--- config.mk ---
export PLATFORM = sky130hd
export DESIGN_NAME = code_decoder_fifo_flat
export DESIGN_NICKNAME = d
export VERILOG_FILES = /design/src/rtl/code_decoder_fifo_if.sv /design/src/rtl/code_decoder_fifo.sv /design/src/flat_wrapper.sv
export SDC_FILE = /design/constraint.sdc
export NUM_CORES = 1
export LEC_CHECK = 0
export BUFFER_PORTS_ARGS = -buffer_cell sky130_fd_sc_hd__buf_4
export CAP_MARGIN = 15
export CORE_MARGIN = 2
export CORE_UTILIZATION = 28
export CTS_BUF_LIST = sky130_fd_sc_hd__clkbuf_4 sky130_fd_sc_hd__clkbuf_8
export DETAILED_ROUTE_END_ITERATION = 16
export HOLD_SLACK_MARGIN = 0.1
export PLACE_DENSITY = 0.48
export RECOVER_POWER = 25
export SYNTH_ARGS = -nofsm -noshare
export SYNTH_HDL_FRONTEND = slang
export SYNTH_SLANG_ARGS = --single-unit
--- constraint.sdc ---
create_clock -name clk -period 2.8 [get_ports clk]
set_clock_uncertainty 0.15 [all_clocks]
set_input_delay 0.7 -clock clk [delete_from_list [all_inputs] [get_ports clk]]
set_output_delay 0.7 -clock clk [all_outputs]
set_load 0.05 [all_outputs]
--- src/rtl/code_decoder_fifo_if.sv ---
// Handshake bundle for code_decoder_fifo: encoded-code input side, one-hot output side,
// and the sticky-mask / occupancy status signals.
interface code_decoder_fifo_if #(
    parameter int CODE_W = 3,
    parameter int DEPTH  = 4
);
    localparam int OUT_W = 1 << CODE_W;
    localparam int CNT_W = $clog2(DEPTH) + 1;

    logic              in_valid;
    logic              in_ready;
    logic [CODE_W-1:0] in_code;
    logic              in_none;
    logic              out_valid;
    logic              out_ready;
    logic [OUT_W-1:0]  out_onehot;
    logic              seen_clr;
    logic [OUT_W-1:0]  seen_mask;
    logic [CNT_W-1:0]  count;

    // The decoder block itself is the slave; whoever drives codes and consumes strobes is the master.
    modport slave (
        input  in_valid, in_code, in_none, out_ready, seen_clr,
        output in_ready, out_valid, out_onehot, seen_mask, count
    );

    modport master (
        output in_valid, in_code, in_none, out_ready, seen_clr,
        input  in_ready, out_valid, out_onehot, seen_mask, count
    );
endinterface

--- src/rtl/code_decoder_fifo.sv ---
// Buffers encoded line indices in a small FIFO and presents the head as a one-hot vector,
// keeping a sticky OR of every line delivered since reset or the last clear.
module code_decoder_fifo #(
    parameter int CODE_W = 3,
    parameter int DEPTH  = 4
) (
    input  logic                 clk,
    input  logic                 rst_n,
    code_decoder_fifo_if.slave   bus
);
    localparam int OUT_W = 1 << CODE_W;
    localparam int PTR_W = $clog2(DEPTH);
    localparam int CNT_W = PTR_W + 1;

    logic [CODE_W:0]    mem_q [DEPTH];
    logic [PTR_W-1:0]   wrPtr_q, wrPtr_d;
    logic [PTR_W-1:0]   rdPtr_q, rdPtr_d;
    logic [CNT_W-1:0]   count_q, count_d;
    logic [OUT_W-1:0]   seenMask_q, seenMask_d;
    logic [OUT_W-1:0]   headOnehot;
    logic [CODE_W:0]    headEntry;
    logic               inReady;
    logic               outValid;
    logic               push;
    logic               pop;

    // Full is judged on the registered count alone, so a same-cycle pop never frees a slot for a push.
    always_comb begin
        inReady  = rst_n && (count_q < CNT_W'(DEPTH));
        outValid = (count_q != '0);
        push     = bus.in_valid && inReady;
        pop      = outValid && bus.out_ready;
    end

    // The none flag is tested before the code is used, so an undefined code never reaches the output.
    always_comb begin
        headEntry  = mem_q[rdPtr_q];
        headOnehot = '0;
        if (outValid && !headEntry[CODE_W]) begin
            headOnehot[headEntry[CODE_W-1:0]] = 1'b1;
        end
    end

    always_comb begin
        wrPtr_d    = push ? wrPtr_q + 1'b1 : wrPtr_q;
        rdPtr_d    = pop  ? rdPtr_q + 1'b1 : rdPtr_q;
        count_d    = count_q;
        case ({push, pop})
            2'b10:   count_d = count_q + 1'b1;
            2'b01:   count_d = count_q - 1'b1;
            default: count_d = count_q;
        endcase
        seenMask_d = (bus.seen_clr ? '0 : seenMask_q) | (pop ? headOnehot : '0);
    end

    always_ff @(posedge clk) begin
        if (!rst_n) begin
            wrPtr_q    <= '0;
            rdPtr_q    <= '0;
            count_q    <= '0;
            seenMask_q <= '0;
        end else begin
            wrPtr_q    <= wrPtr_d;
            rdPtr_q    <= rdPtr_d;
            count_q    <= count_d;
            seenMask_q <= seenMask_d;
        end
    end

    always_ff @(posedge clk) begin
        if (push) begin
            mem_q[wrPtr_q] <= {bus.in_none, bus.in_code};
        end
    end

    assign bus.in_ready   = inReady;
    assign bus.out_valid  = outValid;
    assign bus.out_onehot = headOnehot;
    assign bus.seen_mask  = seenMask_q;
    assign bus.count      = count_q;
endmodule

--- src/flat_wrapper.sv ---
// flat-port wrapper written by rule: the top's interface ports become plain ports
module code_decoder_fifo_flat 
#(
    parameter int CODE_W = 3,
    parameter int DEPTH  = 4
)
  (clk, rst_n, bus_in_valid, bus_in_code, bus_in_none, bus_out_ready, bus_seen_clr, bus_in_ready, bus_out_valid, bus_out_onehot, bus_seen_mask, bus_count);
  code_decoder_fifo_if #(.CODE_W(CODE_W), .DEPTH(DEPTH)) bus_i ();
  input  logic clk;
  input  logic rst_n;
  input wire logic [$bits(bus_i.in_valid)-1:0] bus_in_valid;
  input wire logic [$bits(bus_i.in_code)-1:0] bus_in_code;
  input wire logic [$bits(bus_i.in_none)-1:0] bus_in_none;
  input wire logic [$bits(bus_i.out_ready)-1:0] bus_out_ready;
  input wire logic [$bits(bus_i.seen_clr)-1:0] bus_seen_clr;
  output wire logic [$bits(bus_i.in_ready)-1:0] bus_in_ready;
  output wire logic [$bits(bus_i.out_valid)-1:0] bus_out_valid;
  output wire logic [$bits(bus_i.out_onehot)-1:0] bus_out_onehot;
  output wire logic [$bits(bus_i.seen_mask)-1:0] bus_seen_mask;
  output wire logic [$bits(bus_i.count)-1:0] bus_count;
  assign bus_i.in_valid = bus_in_valid;
  assign bus_i.in_code = bus_in_code;
  assign bus_i.in_none = bus_in_none;
  assign bus_i.out_ready = bus_out_ready;
  assign bus_i.seen_clr = bus_seen_clr;
  assign bus_in_ready = bus_i.in_ready;
  assign bus_out_valid = bus_i.out_valid;
  assign bus_out_onehot = bus_i.out_onehot;
  assign bus_seen_mask = bus_i.seen_mask;
  assign bus_count = bus_i.count;
  code_decoder_fifo #(.CODE_W(CODE_W), .DEPTH(DEPTH)) u_core (.clk(clk), .rst_n(rst_n), .bus(bus_i));
endmodule
After elaboration in Yosys (flattened, before gate mapping) --
Memory sizes are Yosys's and may differ from the RTL's. A register that Yosys moved wholly into a read port is not among the register bits. Cells that the tools add are included.
Cells by class: order comparisons 3, $add $sub $neg 4, reductions and logical operators 8, eq/ne operators 2, bitwise logic cells 1, multiplexer cells 10
Operator list (number):
- 2-to-1 mux 8 bit | 3
- OR 8 bit | 1
- case mux 3 bit (2 select lines) | 1
- logical AND 1 bit | 5
- adder 2 x 1 -> 2 bit (second input constant) | 2
- less-than comparator 3 x 4 -> 1 bit (second input constant) | 1
- 2-to-1 mux 2 bit | 2
- adder 3 x 1 -> 3 bit (second input constant) | 1
- demux 1 bit (select 3 bit) | 1
- >= comparator 3 x 1 -> 1 bit (second input constant) | 1
- less-than comparator 3 bit (second input constant) | 1
- 2-to-1 mux 1 bit | 3
- nonzero test 3 bit | 1
- subtractor 3 x 1 -> 3 bit (second input constant) | 1
- equality test 2 x 1 -> 1 bit (second input constant) | 1
- equality test 2 bit (second input constant) | 1
- nonzero test 2 bit | 1
- logical NOT 1 bit | 1
Word-level totals: memories 1, bits of input ports 9, register bits 15, bits in writable memories 16, word-level logic and storage cells 33, output and inout port bits 21
Memories:
- u_core.mem_q | words 4, bits a word 4, read ports 1, clocked after Yosys merged registers in 1, wr ports 1, RTL line code_decoder_fifo.sv:15 | logic [CODE_W:0] mem_q [DEPTH];

Depth between registers and ports, before layout --
Gate-level depths: netlist of the first run.
depth after elaboration 7, mapped depth 9, mapped depth without buffers 8

Worst setup path before layout of the first run --
Ideal clock, no wire load.
kind flip-flop to output port, start point register u_core.count_q[2] (netlist: u_core.bus.count[2]), end point output bus_out_onehot[4], buffers on the path 0, path slack -0.530 ns, cell stages (with the launch flop) 5, data arrival time 2.480 ns, required time 1.950 ns, cells stage by stage dfxtp_1 nor3_1 inv_1 nand2_1 nor3_1
On the way: word-level cells in the longest chain between the ends 3
RTL lines:
- start: declaration | RTL line code_decoder_fifo.sv:18 | logic [CNT_W-1:0] count_q, count_d;
- start signal: assignment | RTL line code_decoder_fifo.sv:65 | count_q <= count_d;
- nonzero test 3 bit | RTL line code_decoder_fifo.sv:30 | outValid = (count_q != '0);
- via bus_out_valid | RTL line flat_wrapper.sv:17 | output wire logic [$bits(bus_i.out_valid)-1:0] bus_out_valid;
- logical AND 1 bit | RTL line code_decoder_fifo.sv:39 | if (outValid && !headEntry[CODE_W]) begin
- 2-to-1 mux 8 bit | RTL line code_decoder_fifo.sv:39
- end: declaration | RTL line flat_wrapper.sv:18 | output wire logic [$bits(bus_i.out_onehot)-1:0] bus_out_onehot;
The timed path passes the listed nets, and every way through them passes these cells.

==> results.md, run 1 <==
- Status: completed
- Distinct cell type count after synthesis: 33
- GRT Overall Usage: 0.108
- CP Launch Type: register
- Setup violations, final: 0
- Core ar.: 5070 um2
- DR pass1 iterations: 4
- CP arrival: 1900 ps
- Post-layout min period: ~2800 ps
- Clock share of power: 0.266
- Drt drc: 0
- Combinational share of power: 0.369
- Least-Margin Pin Slew: 568 ps
- Worst Setup Slack, final: between 40 and 50 ps
- Ranking of synthesized cells by area: edfxtp_1 (33%), dfxtp_1 (23%), o31ai_1 (4.6%), mux4_2 (4.6%), ha_1 (4.3%)
- Setup CP Type: reg -> out
- Pint: ~1.0 mW
- Worst hold endpoint: u_core.bus.seen_mask[2]$_SDFF_PN0_
- Grt peak-use layer: met2
- Post-Syn Area per Cell: between 10 and 15 um2
- Commonest non-fill, non-tap cells in the layout: buf_4 (27), dfxtp_1 (16), edfxtp_1 (16)
- Max-cap viol count: 0
- Period Utilization, post-route: 0.983
- Clock Latency Late Sink: about 280 ps
- VDD IR-drop max: about 300 uV
- R2R Setup Slk: 620 ps
- Hold Slack: between 300 and 400 ps
- Utilization of the core after routing: 0.377
- Hold buffers post-CTS: 0
- Met2 Track Usage GR: 0.169
- Largest net degree at the start of global routing: 11
- Cells on worst reg2reg path: 7
- Critical Path Fanout Max: 7
- Syn. warnings: 0
- CP max-delay cell: mux4_2
- Die width: 76.4 um
- Power Dens Cells: a little under 900 nW/um2
- DP Worst Slack: 194 ps
- Post-DP HPWL: about 2200 um
- Leak Pwr: 0.720 nW
- Grt total ovfl: 0
- Nets: roughly 170
- Min-delay worst type: reg -> reg
- Synthesized area: roughly 1500 um2
- RR Startpoint: u_core.bus.count[0]$_SDFFE_PN0P_
- Clk buf depth: 2
- Slowest Stage Delay on Critical Path: 570 ps
- Reg-to-reg critical path endpoint: u_core.bus.count[2]$_SDFFE_PN0P_
- Initial Utilization: 0.289
- Worst EP required: between 1500 and 2000 ps
- Met3 usage: 0.0486
- M1 GR Usage: 0.125
- Clk sinks: 33
- Largest area contributor in the netlist: edfxtp_1
- Seq/Total Area, Yosys: 0.559
- Initial antenna violation count: 0
- Switching power share of the total: 0.371
- Fmax: 363 MHz
- Global-route wire length before repair: around 4800 um
- Antenna Nets Post-Route: 0
- Cells after Synth: between 100 and 150
- Inserted Diodes: 0
- Hold path cells: 2
- Most common cell after layout, fill and taps aside: buf_4
- Slew headroom: 0.614
- Drt via density: 4.44
- P&R area growth vs syn: 30.4%
- Number of buffers created by CTS: 5
- H-tree Lvls: 2
- Final Hold Vio Count: 0
- Gpl congestion: roughly 0.74
- NetSw: about 0.62 mW
- CTS root buf: clkbuf_8
- Vias in the first global route: 1006
- Avg WL per Cell: 13.0 um
- Post-route cell area: 1910 um2
- Clk slew on worst S/H paths: 60 ps
- # IOs: 30
- RSZ-0062 raised after global routing: true
- Die Height: between 70 and 80 um
- Buffers on Ports: 29
- HP Start: u_core.bus.seen_mask[2]$_SDFF_PN0_
- Row count: 26
- Crit. End Element: primary output
- Sequential power share: 0.365
- Placed inst area: roughly 1800 um2
- DIE AREA: 5840 um2
- Fin Setup TNS: 0 ps
- CP Cell Sequence: or2b_1 > mux4_2 > nor3_1 > buf_4
- WL final: about 3000 um
- #FFs+latches synth: 33
- Yosys top cell area share: 0.327
- First DRT Iteration DRCs: 21
- Layout cell share with drive strength beyond 1: 0.321
- Syn Nets: 137
- Via count: 1017
- CTS tree: done
- Max Slew Vio Count: 0
power groups by stage:
stage,sequential (mW),combinational [mW],clock (mW)
after detailed placement,0.618,0.592,0
after CTS,0.608,0.603,0.456
after global placement,0.617,0.578,0
after floorplan,0.667,0.397,0
after global routing,0.617,0.660,0.479
final,0.608,0.615,0.442
synthesized netlist by cell type, drive strengths merged:
cell type and count:
nor2b 1, o31ai 9, clkbuf 2, a21oi 2, o21ai 1, nand2 10, o31a 1, or2b 4
clkinv 1, or2 5, buf 2, edfxtp 16, or3 1, xor2 3, mux4 3, nor3 9
inv 7, dfxtp 17, and3b 1, and2 4, xnor2 2, fa 1, nand3 1, nand3b 1
mux2 1, nor2 8, mux2i 3, ha 5, o311ai 1
cells by family (layout without fill, tap and decap cells):
group | after synthesis | after routing | share of synthesized area
buffers and inverters | 12 | 49 | 0.0426
flip-flops | 33 | 33 | 0.559
XOR/XNOR | 5 | 5 | 0.0298
AO/OA/AOI/OAI | 14 | 14 | 0.0690
multiplexers | 7 | 7 | 0.0742
AND/OR/NAND/NOR | 45 | 45 | 0.169
adder cells (fa/ha/maj) | 6 | 6 | 0.0563
state kept, by name, summed over array words and instances (netlist names), named ones only:
name / flops
u_core.mem_q: 16
u_core.bus.seen_mask: 8
u_core.bus.count: 3
u_core.rdPtr_q: 2
u_core.wrPtr_q: 2
routing by layer:
| metal | wire, um | vias up |
|---|---|---|
| li1 | - | 497 |
| met1 | 1300 | 488 |
| met2 | 1450 | 30 |
| met3 | 199 | 2 |
| met4 | 24 | 0 |
| met5 | 0 | - |
worst max-delay path: cells and delay by family, from the launching register on:
family        cells  cell delay [ps]
buf+inv           1              230
flops             1              380
mux               1              570
simple gates      2              450
stage by stage:
step	cells	power, mW
6_report	229	1.66
2_1_floorplan	122	1.06
3_5_place_dp	219	1.21
4_1_cts	228	1.67
3_3_place_gp	219	1.20
5_1_grt	229	1.76
cell type report:
type | count | area [um2]
sequential | 33 | 822
timing repair buffer | 33 | 240
inverter | 8 | 30.0
fill | 525 | 3160
clock inverter | 2 | 33.8
clock buffer | 6 | 76.3
multi-input combinational | 77 | 624
tap | 70 | 87.6
how the worst max path moves through the flow:
| stage | start | to | slack [ps] | depth (start not counted) |
|---|---|---|---|---|
| floorplan | register | bus_out_onehot[0] | -300 | 4 |
| global placement | rst_n | u_core.bus.count[2]$_SDFFE_PN0P_ | 270 | 9 |
| detailed placement | rst_n | u_core.bus.count[2]$_SDFFE_PN0P_ | 190 | 9 |
| CTS | u_core.mem_q[3][3]$_DFFE_PP_ | bus_out_onehot[2] | 9 | 4 |
| global route | u_core.mem_q[3][3]$_DFFE_PP_ | bus_out_onehot[2] | -60 | 4 |
| finish | u_core.mem_q[3][3]$_DFFE_PP_ | bus_out_onehot[2] | 50 | 4 |
repair_timing:
item                                    4_1_cts  5_1_grt
resized for setup                             0        5
endpoints found under the setup margin        2        7
pin swaps                                     0        1
setup buffers                                 1        1
(Power assumes the default switching activity.)
==> inputs of run 2 (changes only) <==
--- a/config.mk
+++ b/config.mk
@@ -14,6 +14,7 @@
 export HOLD_SLACK_MARGIN = 0.1
 export PLACE_DENSITY = 0.48
 export RECOVER_POWER = 25
+export SETUP_SLACK_MARGIN = 0.2
 export SYNTH_ARGS = -nofsm -noshare
 export SYNTH_HDL_FRONTEND = slang
 export SYNTH_SLANG_ARGS = --single-unit
==> run 2 against run 1 <==
Non-clock buffer count grew 3. Clock power shrank 26%. Worst hold slack gained 2.2 ps. Flip-flop and latch count is the same. Global-route usage shrank 0.29 points. Die area is the same. Via count shrank 0.29%. Combinational power grew 13%. Maximum frequency grew 1.8%. Sequential share of layout area shrank 1.4 points. Core utilization grew 1.6 points. Routed wire length shrank 3.2%. Critical path type unchanged.
==> results.md, run 2 (same netlist as run 1, synthesis figures left out) <==
- Status: completed
- Final Hold Vio Count: 0 (unchanged)
- Max FFs per register: 16 (unchanged)
- Slew headroom: 0.670 (+0.0556)
- Most common cell after layout, fill and taps aside: buf_4
- CP Launch Type: register
- Min-delay worst type: reg -> reg
- Clock Latency Late Sink: 280 ps (about the same)
- Worst EP required: 1950 ps (about the same)
- Drt via density: 4.37 (-1.6%)
- Period Utilization, post-route: 0.966 (-0.0169)
- Placed inst area: 1820 um2 (+1.9%)
- Buffers on Ports: 29 (unchanged)
- Die width: 76.4 um (unchanged)
- Max Slew Vio Count: 0 (unchanged)
- WL final: 2880 um (-3.2%)
- Most flops, register: u_core.mem_q
- Clk sinks: 33 (unchanged)
- CP Cell Sequence: or2_1 > mux4_2 > nor3_4 > buf_6
- Post-DP HPWL: 2220 um (+0.16%)
- Avg WL per Cell: 12.4 um (-4.5%)
- Clk buf depth: 2 (unchanged)
- Die Height: 76.4 um (unchanged)
- Post-route cell area: 1990 um2 (+4.1%)
- Met3 usage: 0.0450 (-0.00355)
- Slowest Stage Delay on Critical Path: 610 ps (+40 ps)
- Vias in the first global route: 1001 (-0.50%)
- CTS root buf: clkbuf_8
- DR pass1 iterations: 4 (unchanged)
- Post-layout min period: 2710 ps (-47.4 ps)
- Inserted Diodes: 0 (unchanged)
- Critical Path Fanout Max: 6 (-1)
- Grt peak-use layer: met2
- Max-cap viol count: 0 (unchanged)
- Fmax: 370 MHz (+1.8%)
- Leak Pwr: 0.759 nW (+5.4%)
- Least-Margin Pin Slew: 485 ps (-82.5 ps)
- Setup CP Type: reg -> out
- Core ar.: 5070 um2 (unchanged)
- Row count: 26 (unchanged)
- Hold Slack: 305 ps (+2.19 ps)
- # IOs: 30 (unchanged)
- Setup violations, final: 0 (unchanged)
- H-tree Lvls: 2 (unchanged)
- First DRT Iteration DRCs: 51 (+140%)
- Antenna Nets Post-Route: 0 (unchanged)
- CP max-delay cell: mux4_2
- # fillers: 513 (-2.3%)
- RSZ-0062 raised after global routing: true
- Via count: 1014 (-0.29%)
- Nets: 176 (+1.7%)
- Initial antenna violation count: 0 (unchanged)
- Largest net degree at the start of global routing: 11 (unchanged)
- GRT Overall Usage: 0.105 (-0.00287)
- M1 GR Usage: 0.111 (-0.0138)
- Met2 Track Usage GR: 0.181 (+0.0115)
- VDD IR-drop max: 226 uV (-24%)
- Initial Utilization: 0.289 (unchanged)
- Drt drc: 0 (unchanged)
- Global-route wire length before repair: 4690 um (-2.9%)
- CTS tree: done
- Power Dens Cells: 820 nW/um2 (-5.7%)
- Commonest non-fill, non-tap cells in the layout: buf_4 (24), edfxtp_1 (16), dfxtp_1 (13)
- Crit. End Element: primary output
- Grt total ovfl: 0 (unchanged)
- DIE AREA: 5840 um2 (unchanged)
- Number of buffers created by CTS: 5 (unchanged)
- P&R area growth vs syn: 35.8%
- Layout cell share with drive strength beyond 1: 0.364 (+0.0434)
- CP arrival: 1860 ps (-40 ps)
- Clk slew on worst S/H paths: 60 ps (about the same)
- Gpl congestion: 0.788 (+6.0%)
run 2: changes by cell type in the layout (fill, tap and decap cells not counted), sizes merged:
| cell | previous run | this run |
|---|---|---|
| clkbuf | 10 | 9 |
| bufinv | 1 | 0 |
| buf | 29 | 32 |
| clkinv | 2 | 4 |
run 2: critical path: cells and delay by family, from the launching register on:
kind                   cells  cell delay [ps]
and+or+nand+nor            2              410
buffers and inverters      1              180
DFF                        1              390
muxes                      1              610
run 2: stage by stage:
stage / power, mW / utilization / std cells / TNS (ps) / setup slack (ps)
after floorplan: 1.10 / - / 122 / 0 / 102
after global placement: 1.23 / 0.358 / 218 / 0 / 208
after detailed placement: 1.24 / 0.358 / 218 / 0 / 169
after CTS: 1.65 / 0.393 / 232 / 0 / 85.9
after global routing: 1.73 / 0.393 / 232 / -1.90 / -1.90
final: 1.63 / 0.393 / 232 / 0 / 94.3
run 2: where the power goes:
part | internal [mW] | total [mW] | switching (mW)
clock | 0.167 | 0.327 | 0.160
combinational | 0.247 | 0.695 | 0.448
sequential | 0.565 | 0.613 | 0.0475
total | 0.979 | 1.63 | 0.655
run 2: layer usage:
layer	up-vias	share of wire
met5	-	0
met4	0	0.0083
met3	2	0.058
met2	23	0.51
met1	484	0.43
li1	505	-
run 2: area by class of cell:
| cell class | count | area [um2] | area share |
|---|---|---|---|
| clock buffer | 5 | 68.8 | 0.0345 |
| multi-input combinational | 77 | 681 | 0.341 |
| sequential | 33 | 828 | 0.416 |
| timing repair buffer | 36 | 285 | 0.143 |
| inverter | 8 | 30.0 | 0.0151 |
| tap | 70 | 87.6 | 0.0439 |
| clock inverter | 3 | 12.5 | 0.00628 |
run 2: final timing paths:
| path | start | endpoint | slack (ps) | cells after the start |
|---|---|---|---|---|
| max | u_core.mem_q[0][1]$_DFFE_PP_ | bus_out_onehot[1] | 90 | 4 |
| max reg2reg | u_core.bus.count[2]$_SDFFE_PN0P_ | u_core.bus.count[2]$_SDFFE_PN0P_ | 610 | 8 |
| min reg2reg | u_core.bus.seen_mask[6]$_SDFF_PN0_ | u_core.bus.seen_mask[6]$_SDFF_PN0_ | 310 | 2 |
| min | u_core.bus.seen_mask[6]$_SDFF_PN0_ | u_core.bus.seen_mask[6]$_SDFF_PN0_ | 310 | 2 |
run 2: repair_timing:
action                     CTS  global route
setup buffers                6             0
pin swaps                    9             0
resized for setup           13             3
setup endpoints to repair    8             8
cloned                       0             0
hold buffers                 0             0
==> inputs of run 3 (changes only) <==
==> constraint.sdc (replaced) <==
create_clock -name clk -period 3.1 [get_ports clk]
set_clock_uncertainty 0.15 [all_clocks]
set_input_delay 0.775 -clock clk [delete_from_list [all_inputs] [get_ports clk]]
set_output_delay 0.775 -clock clk [all_outputs]
set_load 0.05 [all_outputs]
==> run 3 against run 2 <==
Non-clock buffer count decreased by 4. Die area unchanged. Final cell count decreased by 1.7%. Sequential share of layout area increased by 1.9 points. Critical path depth unchanged.
==> results.md, run 3 (same netlist as run 1, synthesis figures left out) <==
- Least-Margin Pin Slew: 538 ps (+53.2 ps)
- Initial antenna violation count: 0 (unchanged)
- Min-delay worst type: reg -> reg
- Fin Setup TNS: 0 ps (unchanged)
- Status: completed
- DP Worst Slack: 379 ps (+210 ps)
- Die width: 76.4 um (unchanged)
- WL final: 2980 um (+3.4%)
- Antenna Nets Post-Route: 0 (unchanged)
- Drt drc: 0 (unchanged)
- Cells on worst reg2reg path: 8 (unchanged)
- Post-DP HPWL: 2330 um (+5.0%)
- Sequential power share: 0.376 (about the same)
- Gpl congestion: 0.793 (+0.63%)
- RR Startpoint: u_core.bus.count[2]$_SDFFE_PN0P_
- Fmax: 353 MHz
- Most common cell after layout, fill and taps aside: buf_4
- Critical Path Start: u_core.mem_q[3][1]$_DFFE_PP_
- Clk sinks: 33 (unchanged)
- CP Launch Type: register
- Setup violations, final: 0 (unchanged)
- DIE AREA: 5840 um2 (unchanged)
- CTS tree: done
- Number of buffers created by CTS: 5 (unchanged)
- Period Utilization, post-route: 0.914
- VDD IR-drop max: 239 uV (+5.8%)
- # IOs: 30 (unchanged)
- Setup CP Type: reg -> out
- Inserted Diodes: 0 (unchanged)
- Largest net degree at the start of global routing: 12 (+1)
- Leak Pwr: 0.707 nW (-6.9%)
- Post-layout min period: roughly 2800 ps
- Worst Setup Slack, final: 266 ps (+171 ps)
- Core ar.: 5070 um2 (unchanged)
- Layout cell share with drive strength beyond 1: 0.310 (-0.0541)
- RSZ-0062 raised after global routing: true
- H-tree Lvls: 2 (unchanged)
- R2R Setup Slk: 810 ps (+200 ps)
- Clock Latency Late Sink: 280 ps (about the same)
- GRT Overall Usage: 0.113 (+0.00810)
- Global-route wire length before repair: 5090 um (+8.4%)
- Drt via density: 4.48 (+2.6%)
- NetSw: 0.555 mW (-15%)
- Combinational share of power: 0.360 (-0.065)
- Buffers on Ports: 29 (unchanged)
- Clk slew on worst S/H paths: 70 ps (about the same)
- Slew headroom: 0.640 (-0.0293)
- Vias in the first global route: 1019 (+1.8%)
- Tot Pwr: 1.49 mW (-8.9%)
- Max-cap viol count: 0 (unchanged)
- Power Dens Cells: 784 nW/um2 (-4.4%)
- Initial Utilization: 0.289 (unchanged)
- Nets: 172 (-2.3%)
- DR pass1 iterations: 4 (unchanged)
- Max FFs per register: 16 (unchanged)
- Hold Slack: 310 ps (+4.78 ps)
- Pint: 0.933 mW (-4.7%)
- Hold buffers post-CTS: 0 (unchanged)
- Capture point of the worst path: bus_out_onehot[0]
- Clock share of power: 0.264 (+0.064)
- Clk buf depth: 2 (unchanged)
- Final Hold Vio Count: 0 (unchanged)
- Max Slew Vio Count: 0 (unchanged)
- Worst EP required: 2170 ps (+220 ps)
- Commonest non-fill, non-tap cells in the layout: buf_4 (28), dfxtp_1 (16), edfxtp_1 (16)
- Utilization of the core after routing: 0.374 (-0.0187)
- CTS root buf: clkbuf_8
- Critical Path Fanout Max: 7 (+1)
- Most flops, register: u_core.mem_q
- Grt total ovfl: 0 (unchanged)
- CP arrival: 1910 ps (+50 ps)
- Switching power share of the total: 0.373 (-0.0279)
- Reg-to-reg critical path endpoint: u_core.bus.count[2]$_SDFFE_PN0P_
- Die Height: 76.4 um (unchanged)
- Row count: 26 (unchanged)
- P&R area growth vs syn: 29.3%
- First DRT Iteration DRCs: 48 (-5.9%)
- Avg WL per Cell: 13.0 um (+5.3%)
- Via count: 1022 (+0.79%)
- Crit. End Element: primary output
[run 3: changes by cell type in the layout (fill, tap and decap cells not counted), sizes merged]
cell and delta:
buf -4, clkinv -2, bufinv +1, clkinvlp +1
[run 3: power by group through the flow]
stage	combinational, mW	clock [mW]	sequential [mW]
after floorplan	0.359	0	0.602
after global placement	0.515	0	0.563
after detailed placement	0.527	0	0.565
after CTS	0.528	0.410	0.558
after global routing	0.577	0.432	0.570
final	0.535	0.393	0.560
[run 3: per-stage QoR]
stage / instances / instance area [um2]
floorplan: 122 / 1490
global placement: 218 / 1770
detailed placement: 218 / 1770
CTS: 226 / 1890
global route: 228 / 1900
finish: 228 / 1900
[run 3: how the worst min path moves through the flow]
stage | from | endpoint | slack [ps] | cells past startpoint
final | u_core.bus.seen_mask[2]$_SDFF_PN0_ | u_core.bus.seen_mask[2]$_SDFF_PN0_ | 310 | 2
after global routing | u_core.bus.seen_mask[2]$_SDFF_PN0_ | u_core.bus.seen_mask[2]$_SDFF_PN0_ | 340 | 2
after CTS | u_core.bus.seen_mask[2]$_SDFF_PN0_ | u_core.bus.seen_mask[2]$_SDFF_PN0_ | 320 | 2
after detailed placement | u_core.bus.seen_mask[2]$_SDFF_PN0_ | u_core.bus.seen_mask[2]$_SDFF_PN0_ | 310 | 2
after global placement | u_core.bus.seen_mask[2]$_SDFF_PN0_ | u_core.bus.seen_mask[2]$_SDFF_PN0_ | 300 | 2
after floorplan | u_core.rdPtr_q[1]$_SDFFE_PN0P_ | register | 330 | 2
[run 3: layout make-up]
type                       instances  area (um2)
clock buffer                       5        68.8
timing repair buffer              32         225
fill                             522        3180
clock inverter                     3        41.3
sequential                        33         825
multi-input combinational         77         621
tap                               70        87.6
inverter                           8        30.0
[run 3: timing repair]
item                                    4_1_cts  5_1_grt
hold endpoints to repair                      0        0
buffers inserted                              0        2
resized for setup                             1        3
endpoints found under the setup margin        2        5
[run 3: critical path, stage by stage (launching register included)]
cell and delay (ps):
edfxtp_1 370, or2_0 220, mux4_2 580, nor3_1 220, buf_4 230
[run 3: per-layer routing]
| layer | vias to the layer above | part of all wire | track usage |
|---|---|---|---|
| met3 | 7 | 0.062 | 0.0462 |
| met4 | 0 | 0.021 | 0.0545 |
| met1 | 481 | 0.43 | 0.127 |
| li1 | 500 | - | - |
| met2 | 34 | 0.49 | 0.187 |
| met5 | - | 0 | 0 |
